==> src/rtl/axi4bus_pkg.sv <==
// Shared constants, helper functions and parameter-range checks for the AXI4
// buffering blocks.
`ifndef AXI4BUS_PKG_SV
`define AXI4BUS_PKG_SV

// Elaboration-time rejection of a parameter outside [lo..hi].
`define AXI4BUS_CHECK_RANGE(tag, val, lo, hi) \
  if (((val) < (lo)) || ((val) > (hi))) begin : tag \
    $error("axi4bus: parameter out of range"); \
  end

package axi4bus_pkg;

  function automatic int clog2(input int value);
    int result;
    int v;
    result = 0;
    v      = value - 1;
    while (v > 0) begin
      result = result + 1;
      v      = v >> 1;
    end
    return result;
  endfunction

  // Entries held: memory plus the optional output register.
  function automatic int fifo_cap(input int depth, input int out_reg);
    return (1 << depth) + out_reg;
  endfunction

  function automatic int fifo_count_w(input int depth);
    return depth + 2;
  endfunction

endpackage

`endif

==> src/rtl/fifo_ram.sv <==
// Simple dual-port RAM for FIFO storage: synchronous write, asynchronous read.
module fifo_ram #(
  parameter int WIDTH = 32,
  parameter int DEPTH = 4
) (
  input  logic             CLK,
  input  logic             WEN,
  input  logic [DEPTH-1:0] WADDR,
  input  logic [WIDTH-1:0] DIN,
  input  logic [DEPTH-1:0] RADDR,
  output logic [WIDTH-1:0] DOUT
);

  localparam int ENTRIES = 1 << DEPTH;

  logic [WIDTH-1:0] mem_q [ENTRIES];

  always_ff @(posedge CLK) begin
    if (WEN) begin
      mem_q[WADDR] <= DIN;
    end
  end

  assign DOUT = mem_q[RADDR];

endmodule

==> src/rtl/sync_fifo.sv <==
// Single-clock valid/ready FIFO with occupancy count, almost flags, flush and
// an optional registered output stage.
module sync_fifo
  import axi4bus_pkg::*;
#(
  parameter int WIDTH    = 32,
  parameter int DEPTH    = 4,
  parameter int OUT_REG  = 0,
  parameter int AF_LEVEL = (1 << DEPTH) - 1,
  parameter int AE_LEVEL = 1
) (
  input  logic             CLK,
  input  logic             RESET,
  input  logic             FLUSH,
  input  logic [WIDTH-1:0] WDATA,
  input  logic             WVALID,
  output logic             WREADY,
  output logic [WIDTH-1:0] RDATA,
  output logic             RVALID,
  input  logic             RREADY,
  output logic [DEPTH+1:0] COUNT,
  output logic             ALMOST_FULL,
  output logic             ALMOST_EMPTY
);

  localparam int CAP = fifo_cap(DEPTH, OUT_REG);
  localparam int CW  = fifo_count_w(DEPTH);
  localparam int PW  = DEPTH + 1;
  localparam logic [CW-1:0] AF_C = CW'(AF_LEVEL);
  localparam logic [CW-1:0] AE_C = CW'(AE_LEVEL);

  `AXI4BUS_CHECK_RANGE(g_chk_depth, DEPTH, 1, 28)
  `AXI4BUS_CHECK_RANGE(g_chk_oreg, OUT_REG, 0, 1)
  `AXI4BUS_CHECK_RANGE(g_chk_af, AF_LEVEL, 1, CAP)
  `AXI4BUS_CHECK_RANGE(g_chk_ae, AE_LEVEL, 0, CAP - 1)

  logic [PW-1:0]    wptr_q, wptr_d;
  logic [PW-1:0]    rptr_q, rptr_d;
  logic [CW-1:0]    count_q, count_d;
  logic [WIDTH-1:0] mem_rdata_s;
  logic             mem_empty_s;
  logic             mem_full_s;
  logic             push_s;
  logic             pop_s;
  logic             rd_adv_s;

  // Full when the wrap bits differ but the addresses match.
  assign mem_empty_s = (wptr_q == rptr_q);
  assign mem_full_s  = (wptr_q[DEPTH] != rptr_q[DEPTH]) &&
                       (wptr_q[DEPTH-1:0] == rptr_q[DEPTH-1:0]);

  assign WREADY = ~mem_full_s & ~FLUSH;
  assign push_s = WVALID & WREADY;
  assign pop_s  = RVALID & RREADY;

  fifo_ram #(
    .WIDTH (WIDTH),
    .DEPTH (DEPTH)
  ) u_ram (
    .CLK   (CLK),
    .WEN   (push_s),
    .WADDR (wptr_q[DEPTH-1:0]),
    .DIN   (WDATA),
    .RADDR (rptr_q[DEPTH-1:0]),
    .DOUT  (mem_rdata_s)
  );

  generate
    if (OUT_REG != 0) begin : g_oreg
      logic [WIDTH-1:0] oreg_q, oreg_d;
      logic             oval_q, oval_d;
      logic             load_s;

      // Refill the register whenever it is empty or being drained this cycle.
      assign load_s = ~mem_empty_s & (~oval_q | pop_s) & ~FLUSH;

      always_comb begin
        oreg_d = oreg_q;
        oval_d = oval_q;
        if (FLUSH) begin
          oval_d = 1'b0;
        end else if (load_s) begin
          oreg_d = mem_rdata_s;
          oval_d = 1'b1;
        end else if (pop_s) begin
          oval_d = 1'b0;
        end else begin
          oval_d = oval_q;
        end
      end

      always_ff @(posedge CLK or posedge RESET) begin
        if (RESET) begin
          oreg_q <= '0;
          oval_q <= 1'b0;
        end else begin
          oreg_q <= oreg_d;
          oval_q <= oval_d;
        end
      end

      assign RVALID   = oval_q & ~FLUSH;
      assign RDATA    = oreg_q;
      assign rd_adv_s = load_s;
    end else begin : g_fwft
      assign RVALID   = ~mem_empty_s & ~FLUSH;
      assign RDATA    = mem_rdata_s;
      assign rd_adv_s = pop_s;
    end
  endgenerate

  // Loads into the output register move data but never change COUNT.
  always_comb begin
    wptr_d  = wptr_q;
    rptr_d  = rptr_q;
    count_d = count_q;
    if (FLUSH) begin
      wptr_d  = '0;
      rptr_d  = '0;
      count_d = '0;
    end else begin
      if (push_s) begin
        wptr_d = wptr_q + PW'(1);
      end else begin
        wptr_d = wptr_q;
      end
      if (rd_adv_s) begin
        rptr_d = rptr_q + PW'(1);
      end else begin
        rptr_d = rptr_q;
      end
      case ({push_s, pop_s})
        2'b10:   count_d = count_q + CW'(1);
        2'b01:   count_d = count_q - CW'(1);
        default: count_d = count_q;
      endcase
    end
  end

  always_ff @(posedge CLK or posedge RESET) begin
    if (RESET) begin
      wptr_q  <= '0;
      rptr_q  <= '0;
      count_q <= '0;
    end else begin
      wptr_q  <= wptr_d;
      rptr_q  <= rptr_d;
      count_q <= count_d;
    end
  end

  assign COUNT        = count_q;
  assign ALMOST_FULL  = (count_q >= AF_C);
  assign ALMOST_EMPTY = (count_q <= AE_C);

endmodule

==> config.mk <==
export PLATFORM = sky130hd
export DESIGN_NAME = sync_fifo
export DESIGN_NICKNAME = d
export VERILOG_FILES = /design/src/rtl/axi4bus_pkg.sv /design/src/rtl/fifo_ram.sv /design/src/rtl/sync_fifo.sv
export SDC_FILE = /design/constraint.sdc
export NUM_CORES = 1
export LEC_CHECK = 0
export BUFFER_PORTS_ARGS = -buffer_cell sky130_fd_sc_hd__buf_2
export CORE_ASPECT_RATIO = 1.25
export CORE_MARGIN = 1.5
export CORE_UTILIZATION = 45
export CTS_BUF_LIST = sky130_fd_sc_hd__clkbuf_8 sky130_fd_sc_hd__clkbuf_16
export CTS_CLUSTER_DIAMETER = 30
export DETAILED_ROUTE_END_ITERATION = 8
export GPL_TIMING_DRIVEN = 0
export PLACE_DENSITY = 0.61
export SLEW_MARGIN = 5
export SYNTH_ARGS = -nofsm -noshare
export SYNTH_HDL_FRONTEND = slang
export SYNTH_HIERARCHICAL = 1
export SYNTH_SLANG_ARGS = --single-unit
==> constraint.sdc <==
create_clock -name CLK -period 7.5 [get_ports CLK]
set_input_delay 1.875 -clock CLK [delete_from_list [all_inputs] [get_ports CLK]]
set_output_delay 1.875 -clock CLK [all_outputs]
set_load 0.05 [all_outputs]
======== After elaboration in Yosys (flattened, before gate mapping) ========
Memory sizes are Yosys's and may differ from the RTL's.
Index checks and enable logic that the tools add are counted.
operators by class
  $lt $le $gt $ge ......................... 2
  reduce and logical (&&, ||, !) cells .... 4
  eq/ne operators ......................... 5
  muxes and demuxes ....................... 8
  add/sub/neg operators ................... 4
  bitwise gates (word level) .............. 7
operators with widths
  operator                                                        number
  two-way mux 5 bit                                               4
  one-hot mux 6 bit (2 select lines)                              1
  adder 5 x 1 -> 5 bit, second input constant                     2
  adder 6 x 1 -> 6 bit, second input constant                     1
  >= comparator 6 x 4 -> 1 bit, second input constant             1
  less-or-equal comparator 6 x 1 -> 1 bit, second input constant  1
  two-way mux 6 bit                                               1
  subtractor 6 x 1 -> 6 bit, second input constant                1
  == test 5 bit                                                   1
  bitwise AND 1 bit                                               4
  == test 4 bit                                                   1
  nonzero test 2 bit                                              2
  inverter 1 bit                                                  3
  nonzero test 3 bit                                              1
  == test 2 x 1 -> 1 bit, second input constant                   1
  == test 2 bit, second input constant                            1
  two-way mux 1 bit                                               2
  logical AND 1 bit                                               1
  inequality test 1 bit                                           1
storage, ports and cells
  bits in registers ....................... 16
  output and inout port bits .............. 42
  memories ................................ 1
  RAM bits ................................ 512
  bits of input ports ..................... 37
memory list
  name         depth  bits a word  read ports  clocked after Yosys merged registers in  wr ports  RTL line        RTL
  u_ram.mem_q  16     32           1           0                                        1         fifo_ram.sv:16  logic [WIDTH-1:0] mem_q [ENTRIES];

======== Logic depth before layout (Yosys ltp) ========
Gate-level depths: netlist of the first run.
  depth in word-level cells ............... 8
  gate-level depth with buffers ........... 7
  mapped depth without buffers ............ 6

======== Modules after synthesis ========
The synthesis of the first run kept the hierarchy.
by module, submodules not included
  module     seq. area each (µm²)  area an instance (µm²)  times used  cells an instance
  fifo_ram   15,374.7              19,213.4                1           806
  sync_fifo  400.4                 1,061.0                 1           118

======== Worst setup path before layout of the first run ========
Ideal clock, no wire load.
  path kind ............................... input -> register
  start ................................... input port WVALID
  end ..................................... memory u_ram.mem_q[0][0], enable pin
  path buffers ............................ 1
  slack ................................... 1,540 ps
  library setup time ...................... 461 ps
  arrival ................................. 5,499 ps
  stages on the path ...................... 5
  path through ............................ clkbuf_1 inv_1 a211oi_1 or3b_2 nor3_1
between the ends
  longest elaborated chain between the ends .. 3
RTL lines
  item                                     RTL line         RTL
  start: declaration                       sync_fifo.sv:16  input logic WVALID,
  bitwise AND 1 bit                        sync_fifo.sv:53  assign push_s = WVALID & WREADY;
  via push_s                               sync_fifo.sv:43  logic push_s;
  two-way mux 1 bit                        fifo_ram.sv:19   if (WEN) begin
  two-way mux 1 bit (implied by the code)  fifo_ram.sv:20   mem_q[WADDR] <= DIN;
  end: declaration                         fifo_ram.sv:16
The timed path passes the listed nets, and every way through them passes these cells.

======== Final worst setup path of the first run ========
  start ................................... register rptr_q[1]
  end ..................................... output port RDATA[20]
between the ends
  longest elaborated chain between the ends .. 1
RTL lines
  item                      RTL line          RTL
  start: declaration        sync_fifo.sv:38   logic [PW-1:0] rptr_q, rptr_d;
  start signal: assignment  sync_fifo.sv:147  rptr_q <= rptr_d;
  memory (16 x 32 bit)      -
  end: declaration          sync_fifo.sv:18   output logic [WIDTH-1:0] RDATA,
Every way passes these cells.

==> results of run 1 <==
## per-stage QoR
stage                     utilization, %  total power [mW]
after floorplan                        -              4.15
after global placement              48.3              4.42
after detailed placement            49.5              4.43
after CTS                           56.1              8.32
after global routing                56.1              8.51
final                               56.1              8.24
## flip-flops by register name, indices dropped and copies added, names as in the netlist
register,flops
rptr_q,5
u_ram/mem_q,512
wptr_q,5
COUNT,6
## kinds of logic (layout without fill, tap and decap cells)
logic type | after synthesis | after routing
flops | 528 | 528
mux | 135 | 135
simple gates | 104 | 104
compound gates | 84 | 84
buf+inv | 53 | 324
xor+xnor | 15 | 15
fa+ha+maj | 5 | 5
other cells | 0 | 1
## layer usage
layer	vias up	routed length (um)
met5	-	17
met3	81	2710
met1	5335	18500
met2	346	22800
met4	2	1130
li1	4323	-
## cell usage after synthesis (2+ instances only)
master,n
edfxtp_1,512
mux4_2,128
a22oi_1,64
nand2_1,43
nor2_1,28
clkbuf_1,20
dfrtp_1,16
buf_4,11
xor2_1,11
buf_1,9
nor3_1,8
a21oi_1,7
inv_1,6
mux2i_1,6
o21ai_0,6
buf_2,5
ha_1,5
nand4_1,5
nand2b_1,4
xnor2_1,4
nand3_1,3
nand3b_1,3
or3_1,3
buf_6,2
nor2b_1,2
o2111ai_1,2
## worst max path at each step
stage                                          endpoint
after detailed placement  u_ram/mem_q[12][22]$_DFFE_PP_
after CTS                                     RDATA[20]
after floorplan             u_ram/mem_q[0][0]$_DFFE_PP_
after global routing                          RDATA[20]
final                                         RDATA[20]
after global placement     u_ram/mem_q[0][22]$_DFFE_PP_
## worst reg2reg max path, stage by stage (launching register included)
cell,delay (ps)
dfrtp_1,630
xor2_1,280
nor4_4,90
buf_2,190
a211oi_1,740
nand3_1,480
nor3_2,830
buf_4,360
buf_4,250
## cell type report
cell class	instances	share of cell area, %
Antenna cell	1	0.0101
Buffer	47	0.963
Clock buffer	92	9.27
Clock inverter	75	2.55
Inverter	6	0.0907
Multi-Input combinational cell	343	17.5
Sequential cell	528	63.5
Tap cell	572	2.88
Timing Repair Buffer	104	3.18
## power breakdown
part	total, mW	switching (mW)	internal, mW
combinational	1.06	0.633	0.431
clock	3.88	1.40	2.48
sequential	3.30	0.0241	3.27
==> results.toml, run 1 <==
[logic_synthesis]
ys_types = 37
synth_ff_type = "edfxtp_1"
syn_avg_cell_area_um2 = 21.9
synth-edff-count = 512
synth-simple-area-share_pct = 2.38
synth_xor_area_share_pct = 0.648
synth_mux_area_share_pct = 14.6
synth_area_um2 = 20300
synthArstFlopShare_pct = 3.03
synth_top_family_by_area = "multiplexers"
yosys_register_bits = 528
synthTopCellsByArea = "edfxtp_1 (76%), mux4_2 (14%), a22oi_1 (2.4%), dfrtp_1 (2.0%), nand2_1 (0.80%)"
postSynthCellCount = 924
synth_compound_area_share_pct = 2.99
ys_warn_count = 6
synth.yosys.seq_area_share_pct = 77.8
yosys.area.top_type_share_pct = 75.8
synth_nets = 966
yosys.area_share.adder_pct = 0.309
yosysTopAreaCell = "edfxtp_1"

[min_path]
hold_depth = 2
hold_path_end = "COUNT[5]$_DFFE_PP0P_"
min_path_type = "reg2reg"
min_from = "COUNT[5]$_DFFE_PP0P_"

[clock_tree]
postCtsHoldBufs = 0
clkTransAtPathRegs_ps = 50
clk_latency_ps = 610
clock_sinks = 528
clock-root-buffer = "clkbuf_16"
ctsHtreeMaxLevel = 3
post_cts_buffers = 0
cts_buffers = 91
cts_tree = "yes"
clock_path_buffers = 3
cts.repair.resized = 0

[global_routing]
first_global_vias = 10800
grt_use_met3_pct = 3.94
grt.overflow.total = 0
antenna_found_initial = 2
grt_max_degree = 24
grt_usage_pct = 20.3
use_met1_pct = 26.9
busiest_layer = "met2"
grt_pass1_wl_mm = 67.2
use_met2_pct = 33.2

[placed_design]
place_congestion = 0.717
placed_cell_area_um2 = 21900
dp_slack_ps = 2260
io_buffer_count = 76
dp_hpwl_mm = 27.7
place_inst = 1600

[layout]
final_cell_mix = "edfxtp_1 (512), mux4_2 (128), clkbuf_16 (92)"
multi_input_area_um2 = 4350
final_common_cell = "edfxtp_1"
area_growth_syn_to_layout_pct = 22.5
n_fill_cell = 3257
finish.net_count = 1163
final_cells = 1768
final-seq-area_um2 = 15800
drive_gt1_share_pct = 34.7
final_area_um2 = 24800

[critical_path]
critPathLaunchType = "register"
required_ps = 5620
cp.arrival_ps = 3220
setup.worst_path.start = "rptr_q[1]$_DFFE_PP0P_"
max_stage_delay_ps = 720
ff2ff_setup_slack_ps = 3320
crit_path_max_fanout = 10
crit_path_frequent_cell = "buf_2"
crit_buf_inv = 3
crit_type = "reg2out"
critical-path-slowest-cell = "clkbuf_1"
cp.depth = 6
worst_r2r_path_depth = 8
cp-end-kind = "primary output"
path_delay_family = "buffers and inverters"
path_cells = "clkbuf_1 > buf_2 > mux4_2 > a22oi_1 > nand2_1 > buf_2"
worstReg2RegStart = "wptr_q[0]$_DFFE_PP0P_"
regToRegEndpoint = "u_ram/mem_q[12][23]$_DFFE_PP_"

[power_and_ir_drop]
leakage_nw = 8.15
p_per_area_nw_per_um2 = 332
worst_ir_drop_vdd_mv = 0.244

[timing]
hold_slack_ps = 605
rsz0062_at_grt = "false"
fin_crit_ps = 5090
slew_violations = 0
setup_tns_ps = 0
hold_violations = 0
maxSlewHeadroom_pct = 37.8
fmaxAchievable_mhz = 196
fin_ws_ps = 2410
finalClockSkew_ps = 16.9
setup_viol = 0
worstMarginPinSlew_ps = 928
final.period_utilization_pct = 67.9

[drt]
first_pass_iters = 6
vias_per_cell = 5.71
drc = 0
postRouteAntennaNets = 0
drtIter0Drc = 875
wl_mm = 45.1
wl_per_cell_um = 25.5
vias = 10100

[floorplan]
die_h_um = 240
coreArea_um2 = 44200
dieWidth_um = 193
initial_utilization_pct = 45.8
die-area_um2 = 46300
core.rowCount = 86
pin_count = 79

[outcome]
status = "completed"

[job]
max_cap_violations = 0
Power figures use the tool's default switching activity.
==> run 2, diff against run 1 <==
clock period = 4.8 ns   (was 7.5 ns; I/O delays follow)
==> results.toml, run 2 (synthesis results as in run 1) <==
[critical_path]
crit_type = "reg2out"
crit_buf_inv = 3
crit_path_frequent_cell = "buf_2"
max_stage_delay_ps = 700
required_ps = 3600
critical-path-slowest-cell = "clkbuf_1"
cp.arrival_ps = 3200
critPathLaunchType = "register"
path_delay_family = "buffers and inverters"
crit_path_max_fanout = 10
cp-end-kind = "primary output"
path_cells = "clkbuf_1 > buf_2 > mux4_2 > a22oi_1 > nand2_1 > buf_2"

[drt]
vias = 10100
vias_per_cell = 5.73
first_pass_iters = 5
drtIter0Drc = 897
wl_mm = 45.7
wl_per_cell_um = 25.8
postRouteAntennaNets = 0
drc = 0

[layout]
final_common_cell = "edfxtp_1"
area_growth_syn_to_layout_pct = 24.6
largest-register = "u_ram/mem_q"
drive_gt1_share_pct = 35.6
n_antenna_cell = 0
finish.net_count = 1160
largest_reg_flops = 512
final_cell_mix = "edfxtp_1 (512), mux4_2 (128), clkbuf_16 (96)"

[timing]
worstMarginPinSlew_ps = 951
setup_viol = 0
hold_slack_ps = 602
fin_crit_ps = 4400
finalClockSkew_ps = 21.5
maxSlewHeadroom_pct = 36.5
fmaxAchievable_mhz = 227
rsz0062_at_grt = "false"
setup_tns_ps = 0
slew_violations = 0
hold_violations = 0
final.period_utilization_pct = 91.8

[clock_tree]
clkTransAtPathRegs_ps = 50
clk_latency_ps = 610
postCtsHoldBufs = 0
cts.repair.resized = 0
clock-root-buffer = "clkbuf_16"
clock_path_buffers = 3
ctsHtreeMaxLevel = 3
clock_sinks = 528
cts_buffers = 94
post_cts_buffers = 0
cts_tree = "yes"

[global_routing]
antenna_found_initial = 1
first_global_vias = 10900
grt_usage_pct = 20.6
grt_max_degree = 22
grt_pass1_wl_mm = 67.8
grt.overflow.total = 0

[power_and_ir_drop]
leakage_nw = 8.29
p_per_area_nw_per_um2 = 531
worst_ir_drop_vdd_mv = 0.346

[placed_design]
place_congestion = 0.724
io_buffer_count = 76
dp_hpwl_mm = 27.9

[floorplan]
dieWidth_um = 193
coreArea_um2 = 44200
core.rowCount = 86
die-area_um2 = 46300
die_h_um = 240
initial_utilization_pct = 45.8
pin_count = 79

[min_path]
min_path_type = "reg2reg"

[outcome]
status = "completed"

[job]
max_cap_violations = 0
run 2: cell count changes in the layout (fill, tap and decap cells not counted), moves of 3 or more:
| cell | before | now |
|---|---|---|
| clkinv_2 | 15 | 10 |
| bufinv_16 | 7 | 10 |
| inv_6 | 8 | 14 |
| buf_16 | 2 | 13 |
| nor3_2 | 4 | 0 |
| clkbuf_16 | 92 | 96 |
| buf_4 | 19 | 11 |
| inv_1 | 19 | 14 |
| buf_6 | 9 | 2 |
| buf_12 | 10 | 6 |
| inv_8 | 1 | 7 |
| nor3_4 | 0 | 4 |
| clkinv_1 | 9 | 6 |
run 2: cell type report:
class                           count  area (um2)
Fill cell                        3189       19000
Buffer                             47         239
Timing Repair Buffer               98         903
Clock inverter                     78         800
Tap cell                          572         716
Multi-Input combinational cell    343        4370
Clock buffer                       98        2430
Sequential cell                   528       15800
Inverter                            6        22.5
run 2: tightest hold or removal path, stage by stage, from the launching register on:
cell and delay [ps]:
dfrtp_1 400, o21ai_0 90, a21oi_1 60
run 2: path summary, 6_finish.rpt:
kind,startpoint,end,slack [ps],depth (start not counted)
hold reg to reg,COUNT[5]$_DFFE_PP0P_,COUNT[5]$_DFFE_PP0P_,600,2
max in group asynchronous,RESET,rptr_q[4]$_DFFE_PP0P_,3680,2
setup reg to reg,wptr_q[0]$_DFFE_PP0P_,u_ram/mem_q[8][9]$_DFFE_PP_,610,8
min in group asynchronous,RESET,COUNT[4]$_DFFE_PP0P_,680,2
setup / recovery,rptr_q[1]$_DFFE_PP0P_,RDATA[30],400,6
hold / removal,COUNT[5]$_DFFE_PP0P_,COUNT[5]$_DFFE_PP0P_,600,2
run 2: report_power, final:
part           internal (mW)  switching (mW)  total (mW)  leakage [nW]
clock                   4.27            2.32        6.59          1.59
combinational          0.675           0.998        1.67          1.87
sequential              5.11          0.0414        5.15          4.83
total                   10.1            3.36        13.4          8.29
run 2: stage by stage:
step	instances	total power, mW	worst slack (ps)	cell area (um2)	utilization (%)
6_report	1770	13.4	396	25300	57.1
5_1_grt	1770	13.9	257	25300	57.1
4_1_cts	1770	13.6	362	25300	57.1
3_5_place_dp	1594	6.94	355	22000	49.8
3_3_place_gp	1572	6.90	-1630	21400	48.4
2_1_floorplan	924	6.48	386	20300	-
run 2: metal layers:
| metal | share of wire, % | GRT usage, % | up-vias |
|---|---|---|---|
| met5 | 0.037 | 0 | - |
| met4 | 2.3 | 7.59 | 2 |
| met3 | 5.8 | 3.77 | 85 |
| met2 | 51 | 34.0 | 340 |
| met1 | 41 | 27.2 | 5372 |
| li1 | - | - | 4342 |
==> run 3, diff against run 2 <==
CELL_PAD_IN_SITES_DETAIL_PLACEMENT = 2   (was default)
CELL_PAD_IN_SITES_GLOBAL_PLACEMENT = 2   (was default)
PLACE_DENSITY = 0.73   (was 0.61)
==> results.toml, run 3 (synthesis results as in run 1) <==
[critical_path]
path_delay_family = "buffers and inverters"
crit_type = "reg2out"
critical-path-slowest-cell = "buf_1"
path_cells = "buf_2 > buf_1 > mux4_2 > a22oi_1 > nand2_1 > buf_2"
worst_r2r_path_depth = 7
cp-end-kind = "primary output"
max_stage_delay_ps = 840
regToRegEndpoint = "u_ram/mem_q[9][12]$_DFFE_PP_"
cp.arrival_ps = 3470
ff2ff_setup_slack_ps = 590
crit_path_max_fanout = 10
crit_buf_inv = 3
required_ps = 3600
worstReg2RegStart = "wptr_q[0]$_DFFE_PP0P_"
crit_path_frequent_cell = "buf_2"
critPathLaunchType = "register"

[power_and_ir_drop]
leakage_nw = 8.34
power.internal_mw = 10.4
clock_power_share_pct = 51.5
pwr-share-seq_pct = 36.0
pwr-share-comb_pct = 12.5
switchingPower_mw = 3.89
p_per_area_nw_per_um2 = 564
worst_ir_drop_vdd_mv = 0.389
swShare_pct = 27.1

[layout]
final_common_cell = "edfxtp_1"
finish.net_count = 1164
area_growth_syn_to_layout_pct = 25.3
final_area_um2 = 25400
largest_reg_flops = 512
largest-register = "u_ram/mem_q"
final_cell_mix = "edfxtp_1 (512), mux4_2 (128), clkbuf_16 (100)"
drive_gt1_share_pct = 35.7
fin_util_pct = 57.4
n_fill_cell = 3566
final_cells = 1778
n_antenna_cell = 0

[min_path]
hold_path_end = "COUNT[5]$_DFFE_PP0P_"
min_path_type = "reg2reg"
hold_depth = 2
min_from = "COUNT[5]$_DFFE_PP0P_"

[timing]
fmaxAchievable_mhz = 214
setup_viol = 0
worstMarginPinSlew_ps = 1070
finalClockSkew_ps = 37.8
maxSlewHeadroom_pct = 29.0
fin_crit_ps = 4670
hold_violations = 0
slew_violations = 0
rsz0062_at_grt = "false"
setup_tns_ps = 0
final.period_utilization_pct = 97.3
hold_slack_ps = 628

[global_routing]
antenna_found_initial = 4
grt.overflow.total = 0
grt_max_degree = 24
grt_usage_pct = 30.7
grt_pass1_wl_mm = 95.8
first_global_vias = 12400

[job]
max_cap_violations = 0

[clock_tree]
cts_buffers = 99
postCtsHoldBufs = 0
clock_path_buffers = 3
post_cts_buffers = 0
ctsHtreeMaxLevel = 3
clock-root-buffer = "clkbuf_16"
clkTransAtPathRegs_ps = 50
clock_sinks = 528
clk_latency_ps = 650
cts.repair.resized = 0
cts_tree = "yes"

[floorplan]
coreArea_um2 = 44200
die-area_um2 = 46300
core.rowCount = 86
dieWidth_um = 193
die_h_um = 240
pin_count = 79
initial_utilization_pct = 45.8

[placed_design]
dp_hpwl_mm = 37.2
placed_cell_area_um2 = 22000
place_inst = 1593
place_congestion = 0.734
io_buffer_count = 76

[drt]
drtIter0Drc = 1182
first_pass_iters = 5
wl_per_cell_um = 38.4
drc = 0
vias_per_cell = 6.29
vias = 11200
postRouteAntennaNets = 0
wl_mm = 68.3

[outcome]
status = "completed"
-- run 3: worst max path at each step --
stage / start / to / slack, ps / depth (start not counted)
after detailed placement: WVALID / u_ram/mem_q[10][4]$_DFFE_PP_ / 380 / 6
after CTS: rptr_q[1]$_DFFE_PP0P_ / RDATA[31] / 150 / 6
after floorplan: WVALID / u_ram/mem_q[1][0]$_DFFE_PP_ / 390 / 5
after global routing: rptr_q[1]$_DFFE_PP0P_ / RDATA[31] / 80 / 6
after global placement: WVALID / u_ram/mem_q[3][11]$_DFFE_PP_ / -1580 / 5
final: rptr_q[1]$_DFFE_PP0P_ / RDATA[31] / 130 / 6
-- run 3: layout make-up --
| class | count | area (um2) | share of cell area (%) |
|---|---|---|---|
| sequential | 528 | 15800 | 62.1 |
| multi-input combinational | 343 | 4370 | 17.2 |
| clock buffer | 100 | 2500 | 9.85 |
| clock inverter | 85 | 943 | 3.71 |
| timing repair buffer | 97 | 831 | 3.27 |
| tap | 572 | 716 | 2.82 |
| buffer | 47 | 239 | 0.941 |
| inverter | 6 | 22.5 | 0.0887 |
-- run 3: per-stage QoR --
step	total power [mW]	setup slack, ps
floorplan	6.48	386
global placement	6.91	-1580
detailed placement	7.00	381
CTS	14.4	148
global route	14.7	82.9
finish	14.3	130
-- run 3: worst reg2reg max path, stage by stage, from the launching register on --
cell and delay [ps]:
dfrtp_1 780, xor2_1 290, nor4_4 100, buf_2 200, a211oi_1 830, nand3b_1 540, nor2_4 880, buf_16 270
-- run 3: layer usage --
metal / wire [um] / GRT usage [%] / share of wire (%)
met3: 4290 / 5.78 / 6.3
met2: 35500 / 52.3 / 52
met5: 41 / 0 / 0.060
met4: 1880 / 11.0 / 2.8
met1: 26600 / 39.1 / 39
-- run 3: power groups by stage --
stage | Clock (mW) | Sequential, mW | Combinational, mW
after floorplan | 0 | 5.26 | 1.22
after global placement | 0 | 5.24 | 1.67
after detailed placement | 0 | 5.25 | 1.76
after CTS | 7.48 | 5.16 | 1.81
after global routing | 7.62 | 5.16 | 1.89
final | 7.38 | 5.16 | 1.79
